### src/rtl/spi_pkg.sv
// Shared types and constants for the SPI byte-lane transfer sequencer.
package spi_pkg;

   localparam int SPI_BYTE_W        = 8;
   localparam int SPI_BITS_PER_XFER = 8;
   localparam int SPI_BIT_CNT_W     = $clog2(SPI_BITS_PER_XFER);

   typedef enum logic [2:0] {
      ST_IDLE  = 3'd0,
      ST_LOAD  = 3'd1,
      ST_SETUP = 3'd2,
      ST_SHIFT = 3'd3,
      ST_READ  = 3'd4,
      ST_DONE  = 3'd5
   } spi_state_e;

endpackage

### src/rtl/spi_sclk_gen.sv
// SCLK generator: toggles SCLK every CLK_DIV cycles while enabled, idle low.
// rise_o/fall_o are high in the cycle whose closing edge changes SCLK, so
// the sequencer can act on that same edge.
module spi_sclk_gen #(
   parameter int CLK_DIV = 4
) (
   input  logic clk_i,
   input  logic clr_n_i,
   input  logic en_i,
   output logic sclk_o,
   output logic rise_o,
   output logic fall_o
);

   localparam logic [7:0] HALF_LAST = 8'(CLK_DIV - 1);

   logic [7:0] cnt_q, cnt_d;
   logic       sclk_q, sclk_d;
   logic       wrap;

   assign wrap = en_i && (cnt_q == HALF_LAST);

   // half-period counter; disabled generator sits cleared with SCLK low
   always_comb begin
      cnt_d  = cnt_q;
      sclk_d = sclk_q;
      if (!en_i) begin
         cnt_d  = '0;
         sclk_d = 1'b0;
      end else if (wrap) begin
         cnt_d  = '0;
         sclk_d = ~sclk_q;
      end else begin
         cnt_d  = cnt_q + 8'd1;
      end
   end

   // counter and SCLK registers
   always_ff @(posedge clk_i or negedge clr_n_i) begin
      if (!clr_n_i) begin
         cnt_q  <= '0;
         sclk_q <= 1'b0;
      end else begin
         cnt_q  <= cnt_d;
         sclk_q <= sclk_d;
      end
   end

   assign sclk_o = sclk_q;
   assign rise_o = wrap && !sclk_q;
   assign fall_o = wrap && sclk_q;

endmodule

### src/rtl/spi_master_ctrl.sv
// SPI byte-lane transfer sequencer: drives the 8-bit sender/receiver
// datapaths, SCLK and CS_N for one byte per START.
// Build option SPI_BURST_EN: back-to-back bytes with CS_N held low and
// SETUP skipped for chained bytes.
//
//   state | meaning
//   IDLE  | waiting for START, CS_N high
//   LOAD  | parallel-load sender (DP_WRITE)
//   SETUP | CS_N low for CS_SETUP cycles before first SCLK edge
//   SHIFT | 8 SCLK periods with TE/RE enabled
//   READ  | strobe receiver, capture byte, check datapath flags
//   DONE  | one-cycle completion pulse
import spi_pkg::*;

module spi_master_ctrl #(
   parameter int CLK_DIV  = 4,
   parameter int CS_SETUP = 2
) (
   input  logic                  clk_i,
   input  logic                  clr_n_i,
   input  logic                  start_i,
   input  logic [SPI_BYTE_W-1:0] tx_data_i,
   output logic [SPI_BYTE_W-1:0] rx_data_o,
   output logic                  busy_o,
   output logic                  done_o,
   output logic                  err_o,
   output logic [SPI_BYTE_W-1:0] dp_data_o,
   output logic                  dp_write_o,
   output logic                  dp_te_o,
   output logic                  dp_re_o,
   output logic                  dp_read_o,
   output logic                  dp_clr_o,
   output logic                  sclk_o,
   output logic                  cs_n_o,
   input  logic                  dp_s_empty_i,
   input  logic                  dp_r_full_i,
   input  logic [SPI_BYTE_W-1:0] dp_r_data_i
);

   localparam logic [3:0]               SETUP_LAST = 4'(CS_SETUP - 1);
   localparam logic [SPI_BIT_CNT_W-1:0] BIT_LAST   = SPI_BIT_CNT_W'(SPI_BITS_PER_XFER - 1);

   spi_state_e               state_q, state_d;
   logic [3:0]               setup_cnt_q, setup_cnt_d;
   logic [SPI_BIT_CNT_W-1:0] bit_cnt_q, bit_cnt_d;
   logic                     accept;
   logic                     cs_n_d;
   logic                     sclk_en;
   logic                     sclk_fall;
   logic                     sclk_rise_unused;

   logic [SPI_BYTE_W-1:0]    rx_data_q, dp_data_q;
   logic                     busy_q, done_q, err_q;
   logic                     dp_write_q, dp_te_q, dp_re_q, dp_read_q, dp_clr_q, cs_n_q;

`ifdef SPI_BURST_EN
   assign accept = start_i && ((state_q == ST_IDLE) || (state_q == ST_DONE));
`else
   assign accept = start_i && (state_q == ST_IDLE);
`endif

   assign sclk_en = (state_q == ST_SHIFT);

   spi_sclk_gen #(
      .CLK_DIV (CLK_DIV)
   ) u_sclk_gen (
      .clk_i   (clk_i),
      .clr_n_i (clr_n_i),
      .en_i    (sclk_en),
      .sclk_o  (sclk_o),
      .rise_o  (sclk_rise_unused),
      .fall_o  (sclk_fall)
   );

   // next-state, setup down-counter and bit counter
   always_comb begin
      state_d     = state_q;
      setup_cnt_d = setup_cnt_q;
      bit_cnt_d   = bit_cnt_q;
      case (state_q)
         ST_IDLE: begin
            if (accept) state_d = ST_LOAD;
         end
         ST_LOAD: begin
            setup_cnt_d = SETUP_LAST;
`ifdef SPI_BURST_EN
            // CS_N already low in LOAD means this byte is chained from DONE
            state_d = cs_n_q ? ST_SETUP : ST_SHIFT;
`else
            state_d = ST_SETUP;
`endif
         end
         ST_SETUP: begin
            if (setup_cnt_q == 4'd0) state_d = ST_SHIFT;
            else                     setup_cnt_d = setup_cnt_q - 4'd1;
         end
         ST_SHIFT: begin
            if (sclk_fall) begin
               if (bit_cnt_q == BIT_LAST) begin
                  state_d   = ST_READ;
                  bit_cnt_d = '0;
               end else begin
                  bit_cnt_d = bit_cnt_q + 1'b1;
               end
            end
         end
         ST_READ: state_d = ST_DONE;
         ST_DONE: state_d = accept ? ST_LOAD : ST_IDLE;
         default: state_d = ST_IDLE;
      endcase
   end

   // chip select for the state being entered
   always_comb begin
`ifdef SPI_BURST_EN
      cs_n_d = !((state_d inside {ST_SETUP, ST_SHIFT, ST_READ, ST_DONE}) ||
                 ((state_d == ST_LOAD) && (state_q == ST_DONE)));
`else
      cs_n_d = !(state_d inside {ST_SETUP, ST_SHIFT});
`endif
   end

   // state register with Moore outputs decoded from the state being entered
   always_ff @(posedge clk_i or negedge clr_n_i) begin
      if (!clr_n_i) begin
         state_q     <= ST_IDLE;
         setup_cnt_q <= '0;
         bit_cnt_q   <= '0;
         rx_data_q   <= '0;
         dp_data_q   <= '0;
         busy_q      <= 1'b0;
         done_q      <= 1'b0;
         err_q       <= 1'b0;
         dp_write_q  <= 1'b0;
         dp_te_q     <= 1'b0;
         dp_re_q     <= 1'b0;
         dp_read_q   <= 1'b0;
         dp_clr_q    <= 1'b1;
         cs_n_q      <= 1'b1;
      end else begin
         state_q     <= state_d;
         setup_cnt_q <= setup_cnt_d;
         bit_cnt_q   <= bit_cnt_d;
         dp_clr_q    <= 1'b0;
         busy_q      <= (state_d != ST_IDLE);
         done_q      <= (state_d == ST_DONE);
         dp_write_q  <= (state_d == ST_LOAD);
         dp_read_q   <= (state_d == ST_READ);
         dp_te_q     <= (state_d inside {ST_SETUP, ST_SHIFT});
         dp_re_q     <= (state_d inside {ST_SETUP, ST_SHIFT});
         cs_n_q      <= cs_n_d;
         if (accept) begin
            dp_data_q <= tx_data_i;
            err_q     <= 1'b0;
         end
         if (state_q == ST_READ) begin
            rx_data_q <= dp_r_data_i;
            if (!dp_s_empty_i || !dp_r_full_i) err_q <= 1'b1;
         end
      end
   end

   assign rx_data_o  = rx_data_q;
   assign busy_o     = busy_q;
   assign done_o     = done_q;
   assign err_o      = err_q;
   assign dp_data_o  = dp_data_q;
   assign dp_write_o = dp_write_q;
   assign dp_te_o    = dp_te_q;
   assign dp_re_o    = dp_re_q;
   assign dp_read_o  = dp_read_q;
   assign dp_clr_o   = dp_clr_q;
   assign cs_n_o     = cs_n_q;

endmodule

### config.mk
export PLATFORM = sky130hd
export DESIGN_NAME = spi_master_ctrl
export DESIGN_NICKNAME = d
export VERILOG_FILES = /design/src/rtl/spi_pkg.sv /design/src/rtl/spi_sclk_gen.sv /design/src/rtl/spi_master_ctrl.sv
export SDC_FILE = /design/constraint.sdc
export NUM_CORES = 1
export LEC_CHECK = 0
export CAP_MARGIN = 20
export CORE_UTILIZATION = 50
export CTS_BUF_LIST = sky130_fd_sc_hd__clkbuf_4 sky130_fd_sc_hd__clkbuf_8
export CTS_CLUSTER_SIZE = 40
export DETAILED_ROUTE_END_ITERATION = 8
export PLACE_DENSITY_LB_ADDON = 0.1
export SETUP_SLACK_MARGIN = 0.15
export SLEW_MARGIN = 20
export SYNTH_ARGS = -nofsm -noshare
export SYNTH_HDL_FRONTEND = slang
export SYNTH_SLANG_ARGS = --single-unit
### constraint.sdc
create_clock -name clk_i -period 2.25 [get_ports clk_i]
set_clock_uncertainty 0.1 [all_clocks]
set_input_delay 0.45 -clock clk_i [delete_from_list [all_inputs] [get_ports clk_i]]
set_output_delay 0.45 -clock clk_i [all_outputs]
set_load 0.01 [all_outputs]
==> results of run 1 <==
path summary, 6_finish.rpt:
check                                     from             endpoint  slack (ps)  depth (start not counted)
setup / recovery                        cs_n_o               cs_n_o         290                          1
hold / removal                         clr_n_i       setup_cnt_q[0]          40                          2
setup reg to reg           u_sclk_gen.cnt_q[0]         bit_cnt_q[0]         390                          4
hold reg to reg            u_sclk_gen.cnt_q[0]  u_sclk_gen.cnt_q[0]         410                          1
max in group asynchronous              clr_n_i               cs_n_o        1630                          2
min in group clk_i         u_sclk_gen.cnt_q[0]  u_sclk_gen.cnt_q[0]         410                          1
through the flow:
stage	util	setup WS [ps]	hold WS (ps)
floorplan	-	539	54.4
global placement	0.681	345	384
detailed placement	0.681	277	394
CTS	0.705	257	48.2
global route	0.705	236	81.8
finish	0.705	288	39.7
power groups by stage:
stage / Clock [uW] / Combinational, uW / Sequential (uW)
5_1_grt: 540 / 85.9 / 787
6_report: 492 / 78.3 / 786
3_5_place_dp: 0 / 80.2 / 801
3_3_place_gp: 0 / 78.0 / 800
4_1_cts: 509 / 80.4 / 786
2_1_floorplan: 0 / 7.72 / 804
logic make-up after synthesis:
family          synth area share
compound gates            0.0376
xor+xnor                  0.0144
fa+ha+maj                 0.0342
buf+inv                   0.0308
flops                      0.589
mux                        0.145
other cells              0.00205
simple gates               0.147
cell usage in the layout (no fill, tap or decap), types with 2 or more instances in the layout:
cell type        instances
a21oi_1                  4
clkbuf_4                 7
dfrtp_1                 41
nor3_1                   4
nand3_1                  7
dfstp_2                  2
or3b_2                   2
mux2_2                  20
xor2_1                   2
clkdlybuf4s50_1         45
inv_1                    5
nand2b_1                 2
mux2i_1                  4
o21ai_0                  5
nor2_1                   8
ha_1                     5
buf_4                    2
nand2_1                  7
or3_1                    6
metal layers:
layer / GRT usage / vias to the layer above / wire, um
met1: 0.233 / 606 / 1330
met2: 0.355 / 31 / 1820
met3: 0.0365 / 7 / 128
li1: - / 606 / -
met5: 0 / - / 0
met4: 0.0959 / 0 / 76
flip-flops by register name (all words and copies together) (netlist names), 3 cells and up:
signal,flops
bit_cnt_q,3
dp_data_o,8
rx_data_o,8
setup_cnt_q,4
state_q,3
u_sclk_gen.cnt_q,8
layout make-up:
cell class / instances / area (sq um)
fillers: 260 / 1010
inverters: 5 / 18.8
clock buffers: 7 / 52.6
well taps: 46 / 57.6
clock inverters: 1 / 30.0
multi-input cells: 92 / 702
repair buffers: 48 / 470
flip-flops and latches: 43 / 1080
==> results.ini, run 1 <==
[logic_synthesis]
synth.distinct_cells = 36
synth_async_sr_flop_share = 1.00
ys_ff_latch = 43
synth_top_area_cell = dfrtp_1
syn_area_sq_um = 1830
synth-seq-area-share = 0.589
syn-num-nets = 172
synth.most_common_cell = dfrtp_1
synth-edff-count = 0
ys.flop_type = dfrtp_1
avgSynthCellArea_sq_um = 12.5
synthDominantCellAreaShare = 0.560
synth_common_cells = dfrtp_1 (41), mux2_2 (20), nor2_1 (8)
synth_cells = 146
yosysWarnings = 0
synth_area_leaders = dfrtp_1 (56%), mux2_2 (12%), ha_1 (3.4%), dfstp_2 (2.9%), mux2i_1 (2.2%)

[cts]
cts_inserted_buffers = 5
worstSkewPairLatency_ps = 360
holdBufCountCts = 0
cts_resized = 0
clockBufferDepth = 2
root_buffer = clkbuf_4
h-tree-depth = 2
clock-sinks = 43
tritoncts = yes
path_clk_slew_ps = 110
post-cts-setup-buffers = 0

[die]
design.die.area_sq_um = 3910
fp-row-count = 21
pin_count = 47
core_area_sq_um = 3420
die_w_um = 62.5
die_y_um = 62.5
initial_core_util = 0.536

[place]
place_area_sq_um = 2330
port_buffers = 46
place_congestion = 0.762
place_hpwl_um = 2520
placedCellCount = 234

[global_route]
grt_usage = 0.200
grt_first_pass_wirelength_um = 5950
grt_max_degree = 44
grt_pass1_vias = 1322
antenna_found_initial = 0
grt-ovfl-total = 0

[drt]
dr.pass1.iters = 4
vias = 1250
drc = 0
wl_per_cell_um = 13.9
drtAntennaViolNets = 0
drt_iter0_markers = 31
vias_per_cell = 5.17
wl_um = 3350

[critical_path]
cp_max_fo = 1
end_kind = primary output
slowest_delay_ps = 530
cp_slowest_cell = dfstp_2
critPathTopFamily = flip-flops
crit_type = reg -> out
path_buf_inv = 1
cp_data_arrival_time_ps = 1410
path_cells = clkdlybuf4s50_1
cp_data_required_time_ps = 1700
worstSetupStartpointType = flop

[final_layout]
antenna_cells = 0
final_nets = 221
finalNonFillerCells = 242
fin_area_sq_um = 2410
layout-drive-gt1-share = 0.194
area_growth_pct = 31.6

[sta]
period_minus_slack_ps = 1960
rsz0062_at_grt = false
fin_crit_sh = 0.872
hold_viol_final = 0
max_slew_margin = 0.651
max_freq_mhz = 510
tns_ps = 0
setup-violations-final = 0
worstMarginPinSlew_ps = 524
maxSlewViolCount = 0

[pwr]
power_frac_clock = 0.363
power_density_nw_per_um2 = 563
internal_power_uw = 1090
comb_power_share = 0.058
report.power.total_uw = 1360
leakage_uw = 0.00108
swShare = 0.195
p_seq_frac = 0.579
switchingPower_uw = 265
ir_drop_v = 0.000413

[worst_hold_path]
hold_class = in -> async

[outcome]
status = finished clean

[run]
drv_cap = 0

Power figures use the tool's default switching activity.
==> run 2, diff against run 1 <==
==> constraint.sdc (replaced) <==
create_clock -name clk_i -period 2 [get_ports clk_i]
set_clock_uncertainty 0.1 [all_clocks]
set_input_delay 0.4 -clock clk_i [delete_from_list [all_inputs] [get_ports clk_i]]
set_output_delay 0.4 -clock clk_i [all_outputs]
set_load 0.01 [all_outputs]
==> results.ini, run 2 (synthesis results as in run 1) <==
[critical_path]
critical_path.startpoint = u_sclk_gen.cnt_q[0]
regToRegSetupSlack_ps = 180  ; -210 ps
slowest_delay_ps = 470  ; -60 ps
end_kind = flop
crit_type = reg -> reg
reg2reg_from = u_sclk_gen.cnt_q[0]
path_cells = ha_2 > or4b_4 > or3_1 > a21oi_1
cp_data_required_time_ps = 2190  ; +490 ps
critPathTopFamily = simple AND/OR/NAND/NOR gates
reg2reg_depth = 4  ; unchanged
path_buf_inv = 0  ; -1
worstSetupStartpointType = flop
cp_slowest_cell = or4b_4
r2r-end = u_sclk_gen.sclk_o
cp_data_arrival_time_ps = 2010  ; +600 ps
cp_max_fo = 5  ; +4

[die]
pin_count = 47  ; unchanged
die_w_um = 62.5  ; unchanged
fp-row-count = 21  ; unchanged
design.die.area_sq_um = 3910  ; unchanged
die_y_um = 62.5  ; unchanged
core_area_sq_um = 3420  ; unchanged
initial_core_util = 0.536  ; unchanged

[sta]
hold_viol_final = 5  ; +5
maxSlewViolCount = 0  ; unchanged
setup-violations-final = 0  ; unchanged
rsz0062_at_grt = true
whs_ps = -3.53  ; -43.2 ps
fin_crit_sh = 0.910
max_slew_margin = 0.655  ; +0.00457
setup_slack_ps = 181  ; -107 ps
max_freq_mhz = 550
worstMarginPinSlew_ps = 517  ; -6.85 ps
tns_ps = 0  ; unchanged
period_minus_slack_ps = 1820

[final_layout]
layout-drive-gt1-share = 0.230  ; +0.0361
nFillCells = 239  ; -8.1%
antenna_cells = 0  ; unchanged
final_common_cell = clkdlybuf4s50_1
finalNonFillerCells = 246  ; +1.7%
area_growth_pct = 33.2
final_cell_mix = clkdlybuf4s50_1 (43), dfrtp_1 (41), mux2_2 (20)
final_nets = 225  ; +1.8%
fin_util = 0.714  ; +0.00842

[drt]
dr.pass1.iters = 4  ; unchanged
drt_iter0_markers = 38  ; +23%
vias = 1284  ; +2.7%
drc = 0  ; unchanged
wl_um = 3430  ; +2.3%
vias_per_cell = 5.22  ; +1.0%
drtAntennaViolNets = 0  ; unchanged
wl_per_cell_um = 13.9  ; +0.60%

[place]
place_hpwl_um = 2490  ; -1.0%
dpl_worst_slack_ps = 120  ; -157 ps
port_buffers = 46  ; unchanged
placedCellCount = 236  ; +0.85%
place_congestion = 0.789  ; +3.6%

[cts]
worstSkewPairLatency_ps = 350  ; about the same
clock-sinks = 43  ; unchanged
h-tree-depth = 2  ; unchanged
holdBufCountCts = 0  ; unchanged
path_clk_slew_ps = 120  ; about the same
tritoncts = yes
clockBufferDepth = 2  ; unchanged
root_buffer = clkbuf_4
cts_inserted_buffers = 5  ; unchanged

[outcome]
status = complete, but fails checks
violations = negative hold slack

[pwr]
power_density_nw_per_um2 = 594  ; +5.5%
ir_drop_v = 0.000438  ; +6.0%
leakage_uw = 0.00111  ; +2.0%

[global_route]
grt_usage = 0.198  ; -0.00254
grt_first_pass_wirelength_um = 5900  ; -0.92%
antenna_found_initial = 0  ; unchanged
grt-ovfl-total = 0  ; unchanged
grt_max_degree = 44  ; unchanged
grt_pass1_vias = 1315  ; -0.53%

[run]
drv_cap = 0  ; unchanged

[worst_hold_path]
hold_class = in -> async

==> run 2: changes by cell type in the layout (fill, tap and decap cells not counted), moves of 2 or more <==
cell,delta
buf_4,+4
clkbuf_4,-2
dlygate4sd2_1,+2
clkbuf_8,+2
clkdlybuf4s50_1,-2
==> run 2: timing repair <==
item | CTS | global route
buffers inserted | 0 | 2
pin swaps | 0 | 0
endpoints found under the setup margin | 6 | 2
resized for setup | 4 | 2
==> run 2: metal layers <==
metal	part of all wire	GRT usage	wire (um)
met3	0.042	0.0547	145
met5	0	0	0
met4	0.024	0.0959	82
met1	0.40	0.205	1380
met2	0.53	0.363	1820
==> run 2: report_power, final <==
| group | leakage, uW | switching, uW | total, uW | internal (uW) |
|---|---|---|---|---|
| combinational | 0.000525 | 31.7 | 87.1 | 55.4 |
| sequential | 0.000544 | 4.39 | 884 | 879 |
| clock | 0.0000375 | 272 | 477 | 206 |
| total | 0.00111 | 308 | 1450 | 1140 |
==> run 2: worst max path at each step <==
| stage | to | cells past startpoint |
|---|---|---|
| CTS | u_sclk_gen.sclk_o | 4 |
| finish | u_sclk_gen.sclk_o | 4 |
| detailed placement | dp_data_o[2] | 4 |
| global route | u_sclk_gen.sclk_o | 4 |
| global placement | dp_data_o[1] | 4 |
| floorplan | u_sclk_gen.sclk_o | 4 |
==> run 2: final cells by class <==
class                   count  area, sq um  area share
well taps                  46         57.6      0.0236
repair buffers             52          498       0.204
inverters                   5         18.8     0.00770
clock buffers               7         65.1      0.0267
clock inverters             1         7.51     0.00308
multi-input cells          92          713       0.292
flip-flops and latches     43         1080       0.442
==> run 2: worst register-to-register path, stage by stage (launching register included) <==
cell,delay (ps)
dfrtp_1,430
ha_2,260
or4b_4,470
or3_1,350
a21oi_1,140
==> run 2: metrics by stage <==
step	cell area (sq um)	hold WS, ps	total power [uW]
final	2440	-3.53	1450
after global routing	2440	16.3	1510
after CTS	2420	5.82	1470
after detailed placement	2340	395	990
after global placement	2340	383	988
after floorplan	1830	4.41	914
